$ cat src/rtl/game_countdown_timer_pkg.sv
// ============================================================================
// Module : game_countdown_timer_pkg
// Brief  : Shared state encoding and BCD constants for the countdown timer.
// Rev    : 1.0
// ============================================================================
`default_nettype none

package game_countdown_timer_pkg;

    typedef enum logic [1:0] {
        ST_IDLE  = 2'd0,
        ST_RUN   = 2'd1,
        ST_PAUSE = 2'd2,
        ST_DONE  = 2'd3
    } state_t;

    localparam logic [3:0] BCD_ZERO = 4'd0;
    localparam logic [3:0] BCD_NINE = 4'd9;

    localparam int WARN_BLINK_TICKS = 5;

endpackage

`default_nettype wire

$ cat src/rtl/game_countdown_timer_bcd_down_digit.sv
// ============================================================================
// Module : bcd_down_digit
// Brief  : One BCD down-counting digit with load and borrow-out for chaining.
// Rev    : 1.0
// ============================================================================
`default_nettype none

module bcd_down_digit
    import game_countdown_timer_pkg::*;
#(
    parameter logic [3:0] RESET_VALUE = 4'd0
) (
    input  logic       clk,
    input  logic       rst,
    input  logic       load,
    input  logic [3:0] load_value,
    input  logic       dec_en,
    output logic [3:0] digit,
    output logic       borrow_out
);

    assign borrow_out = dec_en && (digit == BCD_ZERO);

    always_ff @(posedge clk or posedge rst) begin
        if (rst) begin
            digit <= RESET_VALUE;
        end else if (load) begin
            digit <= load_value;
        end else if (dec_en) begin
            digit <= (digit == BCD_ZERO) ? BCD_NINE : digit - 4'd1;
        end
    end

endmodule

`default_nettype wire

$ cat src/rtl/game_countdown_timer.sv
// ============================================================================
// Module : game_countdown_timer
// Brief  : SS.t BCD countdown driven by a 100 ms tick, with expiry pulse.
//          Optional low-time blink output enabled by COUNTDOWN_WARN_EN.
// Rev    : 1.0
// ============================================================================
`default_nettype none

module game_countdown_timer
    import game_countdown_timer_pkg::*;
#(
    parameter int START_TENS = 6,
    parameter int START_ONES = 0
) (
    input  logic       clk,
    input  logic       rst,
    input  logic       load,
    input  logic       start,
    input  logic       pause,
    input  logic       hundredMsTimeout,
    output logic       timer_enable,
    output logic [3:0] sec_tens,
    output logic [3:0] sec_ones,
    output logic [3:0] tenths,
    output logic       running,
    output logic       expired,
    output logic       warn
);

    if (START_TENS < 0 || START_TENS > 9 || START_ONES < 0 || START_ONES > 9) begin : g_param_check
        $error("game_countdown_timer: START_TENS/START_ONES must be 0..9");
    end

    localparam logic [3:0] START_TENS_BCD = 4'(START_TENS);
    localparam logic [3:0] START_ONES_BCD = 4'(START_ONES);

    state_t state;
    state_t next_state;

    logic tick_apply;
    logic tenths_borrow;
    logic ones_borrow;
    logic tens_borrow;
    logic at_one_tenth;
    logic count_zero;

    // Pause and load both mask a coincident tick; only RUN consumes ticks.
    assign tick_apply   = (state == ST_RUN) && hundredMsTimeout && !load && !pause;
    assign at_one_tenth = (sec_tens == BCD_ZERO) && (sec_ones == BCD_ZERO) && (tenths == 4'd1);
    assign count_zero   = (sec_tens == BCD_ZERO) && (sec_ones == BCD_ZERO) && (tenths == BCD_ZERO);

    bcd_down_digit #(.RESET_VALUE(BCD_ZERO)) u_tenths (
        .clk        (clk),
        .rst        (rst),
        .load       (load),
        .load_value (BCD_ZERO),
        .dec_en     (tick_apply),
        .digit      (tenths),
        .borrow_out (tenths_borrow)
    );

    bcd_down_digit #(.RESET_VALUE(START_ONES_BCD)) u_ones (
        .clk        (clk),
        .rst        (rst),
        .load       (load),
        .load_value (START_ONES_BCD),
        .dec_en     (tenths_borrow),
        .digit      (sec_ones),
        .borrow_out (ones_borrow)
    );

    bcd_down_digit #(.RESET_VALUE(START_TENS_BCD)) u_tens (
        .clk        (clk),
        .rst        (rst),
        .load       (load),
        .load_value (START_TENS_BCD),
        .dec_en     (ones_borrow),
        .digit      (sec_tens),
        .borrow_out (tens_borrow)
    );

    always_ff @(posedge clk or posedge rst) begin
        if (rst) begin
            state <= ST_IDLE;
        end else begin
            state <= next_state;
        end
    end

    // tens_borrow can only fire on a tick at 00.0, which the FSM prevents;
    // it is folded into the expiry condition as a backstop.
    always_comb begin
        next_state = state;
        if (load) begin
            next_state = ST_IDLE;
        end else begin
            case (state)
                ST_IDLE: begin
                    if (start && !count_zero) begin
                        next_state = ST_RUN;
                    end
                end
                ST_RUN: begin
                    if (pause) begin
                        next_state = ST_PAUSE;
                    end else if (tick_apply && (at_one_tenth || tens_borrow)) begin
                        next_state = ST_DONE;
                    end
                end
                ST_PAUSE: begin
                    if (start) begin
                        next_state = ST_RUN;
                    end
                end
                default: begin
                    next_state = ST_DONE;
                end
            endcase
        end
    end

    always_ff @(posedge clk or posedge rst) begin
        if (rst) begin
            timer_enable <= 1'b0;
            expired      <= 1'b0;
        end else begin
            timer_enable <= (next_state == ST_RUN);
            expired      <= tick_apply && (at_one_tenth || tens_borrow);
        end
    end

    assign running = (state == ST_RUN);

`ifdef COUNTDOWN_WARN_EN
    logic [2:0] blink_cnt;
    logic       blink_off;
    logic       enter_run;

    assign enter_run = (state != ST_RUN) && (next_state == ST_RUN);

    // Blink phase counts only ticks spent below 10 s so the first toggle
    // comes a full period after warn rises.
    always_ff @(posedge clk or posedge rst) begin
        if (rst) begin
            blink_cnt <= 3'd0;
            blink_off <= 1'b0;
        end else if (load || enter_run) begin
            blink_cnt <= 3'd0;
            blink_off <= 1'b0;
        end else if (tick_apply && (sec_tens == BCD_ZERO)) begin
            if (blink_cnt == 3'(WARN_BLINK_TICKS - 1)) begin
                blink_cnt <= 3'd0;
                blink_off <= ~blink_off;
            end else begin
                blink_cnt <= blink_cnt + 3'd1;
            end
        end
    end

    assign warn = (state == ST_DONE) ||
                  ((sec_tens == BCD_ZERO) &&
                   ((state == ST_PAUSE) || ((state == ST_RUN) && !blink_off)));
`else
    assign warn = 1'b0;
`endif

endmodule

`default_nettype wire

$ cat config.mk
export PLATFORM = sky130hd
export DESIGN_NAME = game_countdown_timer
export DESIGN_NICKNAME = d
export VERILOG_FILES = /design/src/rtl/game_countdown_timer_pkg.sv /design/src/rtl/game_countdown_timer_bcd_down_digit.sv /design/src/rtl/game_countdown_timer.sv
export SDC_FILE = /design/constraint.sdc
export NUM_CORES = 1
export LEC_CHECK = 0
export CAP_MARGIN = 20
export CORE_UTILIZATION = 51
export CTS_BUF_LIST = sky130_fd_sc_hd__clkbuf_16
export DETAILED_ROUTE_END_ITERATION = 6
export GPL_TIMING_DRIVEN = 0
export MAX_ROUTING_LAYER = met4
export PLACE_DENSITY = 0.9
export SKIP_CTS_REPAIR_TIMING = 1
export SYNTH_ARGS = -nofsm -noshare
export SYNTH_HDL_FRONTEND = slang
export SYNTH_SLANG_ARGS = --single-unit
$ cat constraint.sdc
create_clock -name clk -period 2.95 [get_ports clk]
set_input_delay 0.295 -clock clk [delete_from_list [all_inputs] [get_ports clk]]
set_output_delay 0.295 -clock clk [all_outputs]
set_load 0.01 [all_outputs]
==> impl_metrics.csv, run 1 <==
group,metric,value,unit
timing,fin_skew,0.001722,ns
layout,final_layout_size_suffix_gt1_frac,0.1327,
worst_setup_path,crit-reg2reg-launch,"u_ones.digit[0]",
clock_network,cts.sinks,16,
global_route,grt_usage,0.2324,
synthesis,netlist.area_leader.share,0.3799,
worst_setup_path,r2r_slack,0.82,ns
power,p_leak,0.0005124,uW
synthesis,yosysSeqAreaShare,0.4369,
route,remaining_drc_errors,0,
timing,tightest_slew,0.6038,ns
clock_network,cts_root_buf,"clkbuf_16",
synthesis,synth_warnings,0,
floorplanning,initial_core_util,0.5399,
timing,hold_violations,0,
worst_setup_path,cpPeakStageDelay,0.44,ns
synthesis,synthCells,90,
synthesis,synth_top_area_cell,"dfrtp_1",
placed_design,place_congestion,0.8236,
floorplanning,fp.dieW,44.52,um
route,dr.pass1.iters,4,
route,ant_nets,0,
clock_network,ctsLongestPathBuffers,2,
global_route,grt_pass1_vias,766,
timing,maxSlewHeadroom,0.5970,
worst_setup_path,cp.arrival,2.26,ns
min_path,hold_path_class,"primary input to async pin",
floorplanning,rows,15,
synthesis,syn_avg_cell_area,10.25,um2
synthesis,synthTopCellsByArea,"dfrtp_1 (38%), dfstp_2 (5.7%), ha_1 (5.4%)",
global_route,grt_pass1_wl,3215,um
floorplanning,fp.dieH,44.52,um
global_route,grt_overflow,0,
layout,postLayoutCellArea,1222,um2
timing,maxSlewViolCount,0,
placed_design,portBuffers,19,
layout,final_nets,124,
clock_network,clock_latency,0.24,ns
worst_setup_path,path_max_fanout,6,
floorplanning,core_region_area,1708,um2
route,num_vias,798,
route,routedWlPerCell,14.64,um
power,worst_ir_drop_vdd,0.3837,mV
placed_design,dpl_cell_area,1144,um2
timing,finalSetupTns,0,ns
synthesis,synth-seq-cells,16,
worst_setup_path,required,3.08,ns
clock_network,clk_pin_slew_worst_paths,0.05,ns
timing,max_freq,468.9,MHz
worst_setup_path,path_cells,"inv_1, ha_1, or3b_1, or3_4, o41a_1, nor2b_4",
worst_setup_path,crit_slowest_cell,"dfrtp_1",
worst_setup_path,end_kind,"flop",
worst_setup_path,cp-start-kind,"flop",
clock_network,cts_max_level,1,
run_status,status,"finished clean",
worst_setup_path,rr_worst_depth,6,
floorplanning,die_area,1982,um2
clock_network,cts_tree,"yes",
synthesis,synthDistinctLibCells,43,
route,drtIter0Drc,23,
power,power_density,460.1,nW/um2
worst_setup_path,r2r_end,"timer_enable",
global_route,antenna_found_initial,0,
layout,area_growth_syn_to_layout,32.56,%
layout,postLayoutCoreUtil,0.7158,
synthesis,syn_nets,100,
route,via_per_inst,5.783,
worst_setup_path,cp_top_family,"simple AND/OR/NAND/NOR gates",
clock_network,cts_buffers,3,
timing,finalCriticalPeriod,2.133,ns
route,totalWireLength,2021,um
timing,rsz0062_at_grt,"false",
synthesis,syn_area,922.1,um2
layout,diodes,0,
job,drv_cap,0,
placed_design,place_hpwl,1418,um
worst_setup_path,critPathBufInv,1,
floorplanning,ios,22,
global_route,grt_max_degree,17,
worst_setup_path,crit_type,"flop to flop",
timing,fin_crit_sh,0.7229,
timing,setup_violations,0,
cells by family (layout without fill, tap and decap cells):
group | after synthesis | in the layout | synth area share
AOI/OAI and AO/OA | 29 | 29 | 0.2239
xor gates and xnor gates | 1 | 1 | 0.009500
adders and majority gates | 4 | 4 | 0.05428
buffers and inverters | 10 | 33 | 0.04478
DFF | 16 | 16 | 0.4369
muxes | 1 | 1 | 0.01086
other | 1 | 1 | 0.004067
and+or+nand+nor | 28 | 28 | 0.2157
routing by layer:
metal	wire, um	part of all wire	track usage	up-vias
met5	0	0	-	-
met4	36	0.018	0.1152	0
met1	838	0.41	0.2746	389
met3	96	0.048	0.03673	5
li1	-	-	-	379
met2	1049	0.52	0.3824	25
final cells by class:
cell class	instances	area, um2
Inverter	8	30.03
Clock buffer	3	75.07
Sequential cell	16	402.9
Clock inverter	1	3.754
Buffer	2	11.26
Multi-Input combinational cell	64	478.0
Tap cell	25	31.28
Timing Repair Buffer	19	190.2
Fill cell	125	485.5
synthesized netlist by cell type:
cell type	instances
or3_1	2
o21ai_0	3
nand2_1	1
nor3_1	1
o21ba_2	1
inv_1	7
nor4_1	1
o221ai_1	1
nand4bb_1	1
or2_2	1
conb_1	1
inv_2	1
o31ai_1	2
buf_4	1
ha_1	4
xor2_1	1
and4bb_1	1
dfstp_2	2
nand3b_1	1
mux2i_1	1
nor2b_4	1
nor2b_1	2
o31a_1	1
or3b_1	2
o21ai_1	1
o211ai_1	3
a31oi_1	2
dfrtp_1	14
nand4_1	2
a21o_1	1
a21oi_1	6
o21bai_1	3
nor3b_2	2
nand3_1	1
a211oi_1	1
a311oi_1	1
clkbuf_1	1
or3_4	1
o31ai_2	1
nor3_2	1
nor2_1	7
o41ai_1	1
o41a_1	1
cell usage in the layout (no fill, tap or decap), types with 3 or more instances in the layout:
cell	Yosys	layout
a21oi_1	6	6
o21bai_1	3	3
o21ai_0	3	3
nor2_1	7	7
dfrtp_1	14	14
ha_1	4	4
clkbuf_16	0	3
clkdlybuf4s50_1	0	19
o211ai_1	3	3
inv_1	7	7
sequential cells by signal, summed over array words and instances (netlist names):
name	count
state	2
timer_enable	1
u_ones.digit	4
u_tenths.digit	4
u_tens.digit	4
expired	1
how the worst max path moves through the flow:
stage,end,from,slack [ns],cells past startpoint
floorplan,timer_enable,u_ones.digit[0],0.94,6
CTS,timer_enable,u_ones.digit[0],0.82,6
global route,timer_enable,u_ones.digit[0],0.73,6
detailed placement,timer_enable,u_ones.digit[0],0.84,6
finish,timer_enable,u_ones.digit[0],0.82,6
global placement,timer_enable,u_ones.digit[0],0.90,6
stage by stage:
stage	hold slack [ns]	worst slack, ns	power [uW]	cells
after detailed placement	0.5310	0.8408	304.3	134
after global routing	0.4849	0.7251	579.8	138
after global placement	0.5254	0.8994	301.7	134
after floorplan	0.2073	0.9407	276.9	90
final	0.4256	0.8173	562.4	138
after CTS	0.4463	0.8170	566.9	138
worst register-to-register path: cells and delay by family, from the launching register on:
family / cells / cell delay (ns)
AO/OA/AOI/OAI: 1 / 0.34
adder cells (fa/ha/maj): 1 / 0.23
buffers and inverters: 1 / 0.09
flip-flops: 1 / 0.44
AND/OR/NAND/NOR: 3 / 0.92
power by group:
| part | leakage [uW] | switching, uW | internal, uW | total (uW) |
|---|---|---|---|---|
| sequential | 0.000213 | 8.18 | 227 | 235 |
| clock | 0.0000385 | 81.5 | 180 | 261 |
| combinational | 0.000261 | 33.6 | 32.8 | 66.4 |
| total | 0.000512 | 123 | 439 | 562 |
Power figures use the tool's default switching activity.
==> run 2: changes to the inputs <==
--- a/config.mk
+++ b/config.mk
@@ -6,12 +6,12 @@
 export NUM_CORES = 1
 export LEC_CHECK = 0
 export CAP_MARGIN = 20
-export CORE_UTILIZATION = 51
+export CORE_UTILIZATION = 43
 export CTS_BUF_LIST = sky130_fd_sc_hd__clkbuf_16
 export DETAILED_ROUTE_END_ITERATION = 6
 export GPL_TIMING_DRIVEN = 0
 export MAX_ROUTING_LAYER = met4
-export PLACE_DENSITY = 0.9
+export PLACE_DENSITY = 0.81
 export SKIP_CTS_REPAIR_TIMING = 1
 export SYNTH_ARGS = -nofsm -noshare
 export SYNTH_HDL_FRONTEND = slang
==> constraint.sdc (replaced) <==
create_clock -name clk -period 1.8 [get_ports clk]
set_input_delay 0.18 -clock clk [delete_from_list [all_inputs] [get_ports clk]]
set_output_delay 0.18 -clock clk [all_outputs]
set_load 0.01 [all_outputs]
==> impl_metrics.csv, run 2 (synthesized netlist as in run 1, its figures left out) <==
group,metric,value,unit
layout,diodes,0,
timing,tightest_slew,0.6245,ns
power,p_clk_frac,0.453,
route,remaining_drc_errors,0,
power,switching_share,0.2325,
worst_setup_path,crit_start,"u_ones.digit[0]",
route,drtIter0Drc,16,
power,switchingPower,224.6,uW
clock_network,cts_tree,"yes",
clock_network,cts_max_level,1,
worst_setup_path,required,1.92,ns
placed_design,portBuffers,19,
route,ant_nets,0,
timing,maxSlewViolCount,0,
placed_design,place_congestion,0.7982,
floorplanning,ios,22,
layout,top_regs,"u_ones.digit: 4 flops, u_tens.digit: 4 flops, u_tenths.digit: 4 flops",
clock_network,clk_pin_slew_worst_paths,0.05,ns
timing,maxSlewHeadroom,0.5832,
global_route,grt_overflow,0,
placed_design,place_hpwl,1314,um
layout,final_common_cell,"clkdlybuf4s50_1",
global_route,antenna_found_initial,0,
global_route,grt_max_degree,17,
power,p_leak,0.0005747,uW
timing,holdWs,0.3115,ns
clock_network,cts.sinks,16,
timing,fin_crit_sh,1.090,
floorplanning,rows,16,
timing,setup_slack,-0.1622,ns
run_status,failed_checks,"negative setup slack",
worst_setup_path,path_max_fanout,4,
power,worst_ir_drop_vdd,0.5094,mV
power,p_int,741.6,uW
global_route,grt_pass1_vias,752,
layout,postLayoutCoreUtil,0.7039,
floorplanning,die_area,2334,um2
timing,fin_skew,0.004403,ns
job,drv_cap,0,
timing,max_freq,509.6,MHz
layout,final_layout_size_suffix_gt1_frac,0.3200,
worst_setup_path,crit_type,"flop to flop",
layout,final_nets,136,
timing,rsz0062_at_grt,"true",
global_route,grt_usage,0.1913,
route,totalWireLength,2275,um
layout,final_cell_mix,"clkdlybuf4s50_1 (19), dfrtp_1 (13), buf_4 (11)",
min_path,hold_path_class,"primary input to async pin",
floorplanning,fp.dieH,48.31,um
route,dr.pass1.iters,4,
clock_network,cts_root_buf,"clkbuf_16",
power,power_density,692.6,nW/um2
global_route,grt_pass1_wl,3291,um
layout,area_growth_syn_to_layout,51.29,%
power,pwr-share-comb,0.147,
timing,finalCriticalPeriod,1.962,ns
clock_network,ctsLongestPathBuffers,2,
power,seqPwrFrac,0.400,
worst_setup_path,crit-reg2reg-launch,"u_ones.digit[0]",
clock_network,cts_buffers,3,
clock_network,clock_latency,0.25,ns
route,num_vias,878,
worst_setup_path,end_kind,"flop",
timing,hold_violations,0,
route,via_per_inst,5.776,
power,power,966.2,uW
route,routedWlPerCell,14.97,um
worst_setup_path,cp-start-kind,"flop",
worst_setup_path,cp.arrival,2.09,ns
floorplanning,initial_core_util,0.4653,
timing,setup_violations,5,
floorplanning,core_region_area,1982,um2
floorplanning,fp.dieW,48.31,um
run_status,status,"finished with violations",
-- run 2: layout make-up --
class                      count  area [um2]
tap                           27       33.78
sequential                    16       404.1
clock inverter                 1       3.754
clock buffer                   3       75.07
buffer                         2       11.26
timing repair buffer          31       287.8
fill                         125       586.8
multi-input combinational     64       549.3
inverter                       8       30.03
-- run 2: stage by stage --
stage	setup TNS [ns]	std cells	area, um2	setup slack, ns
finish	-0.2479	152	1395	-0.1622
floorplan	-0.2074	90	925.9	-0.1531
global route	-0.6118	152	1395	-0.1854
global placement	-0.6939	136	1150	-0.1991
CTS	-1.144	140	1229	-0.2290
detailed placement	-0.9829	136	1150	-0.2093
-- run 2: power groups by stage --
stage	Sequential [uW]	Combinational (uW)	Clock, uW
final	386	142	438
after floorplan	392	62.6	0
after detailed placement	390	107	0
after CTS	385	108	443
after global routing	388	154	462
after global placement	389	106	0
-- run 2: path summary, 6_finish.rpt --
path | cells after the start | slack [ns] | endpoint
worst max-delay path | 6 | -0.16 | timer_enable
worst min-delay path | 2 | 0.31 | u_ones.digit[1]
worst max register to register | 6 | -0.16 | timer_enable
worst min register to register | 2 | 0.54 | u_tens.digit[2]
max in group asynchronous | 2 | 1.05 | u_ones.digit[0]
min in group clk | 2 | 0.36 | u_tens.digit[0]
-- run 2: per-layer routing --
layer	part of all wire	wire length [um]	GRT usage	vias up
met5	0	0	-	-
met4	0.029	65	0.1176	0
met3	0.038	86	0.03459	7
met2	0.48	1103	0.3216	29
met1	0.45	1020	0.2101	438
li1	-	-	-	404
-- run 2: critical path: stages (launching register included) --
cell and delay, ns:
dfrtp_2 0.44, inv_2 0.08, ha_4 0.13, or3b_4 0.37, or3_4 0.35, o41a_1 0.34, nor2b_4 0.13
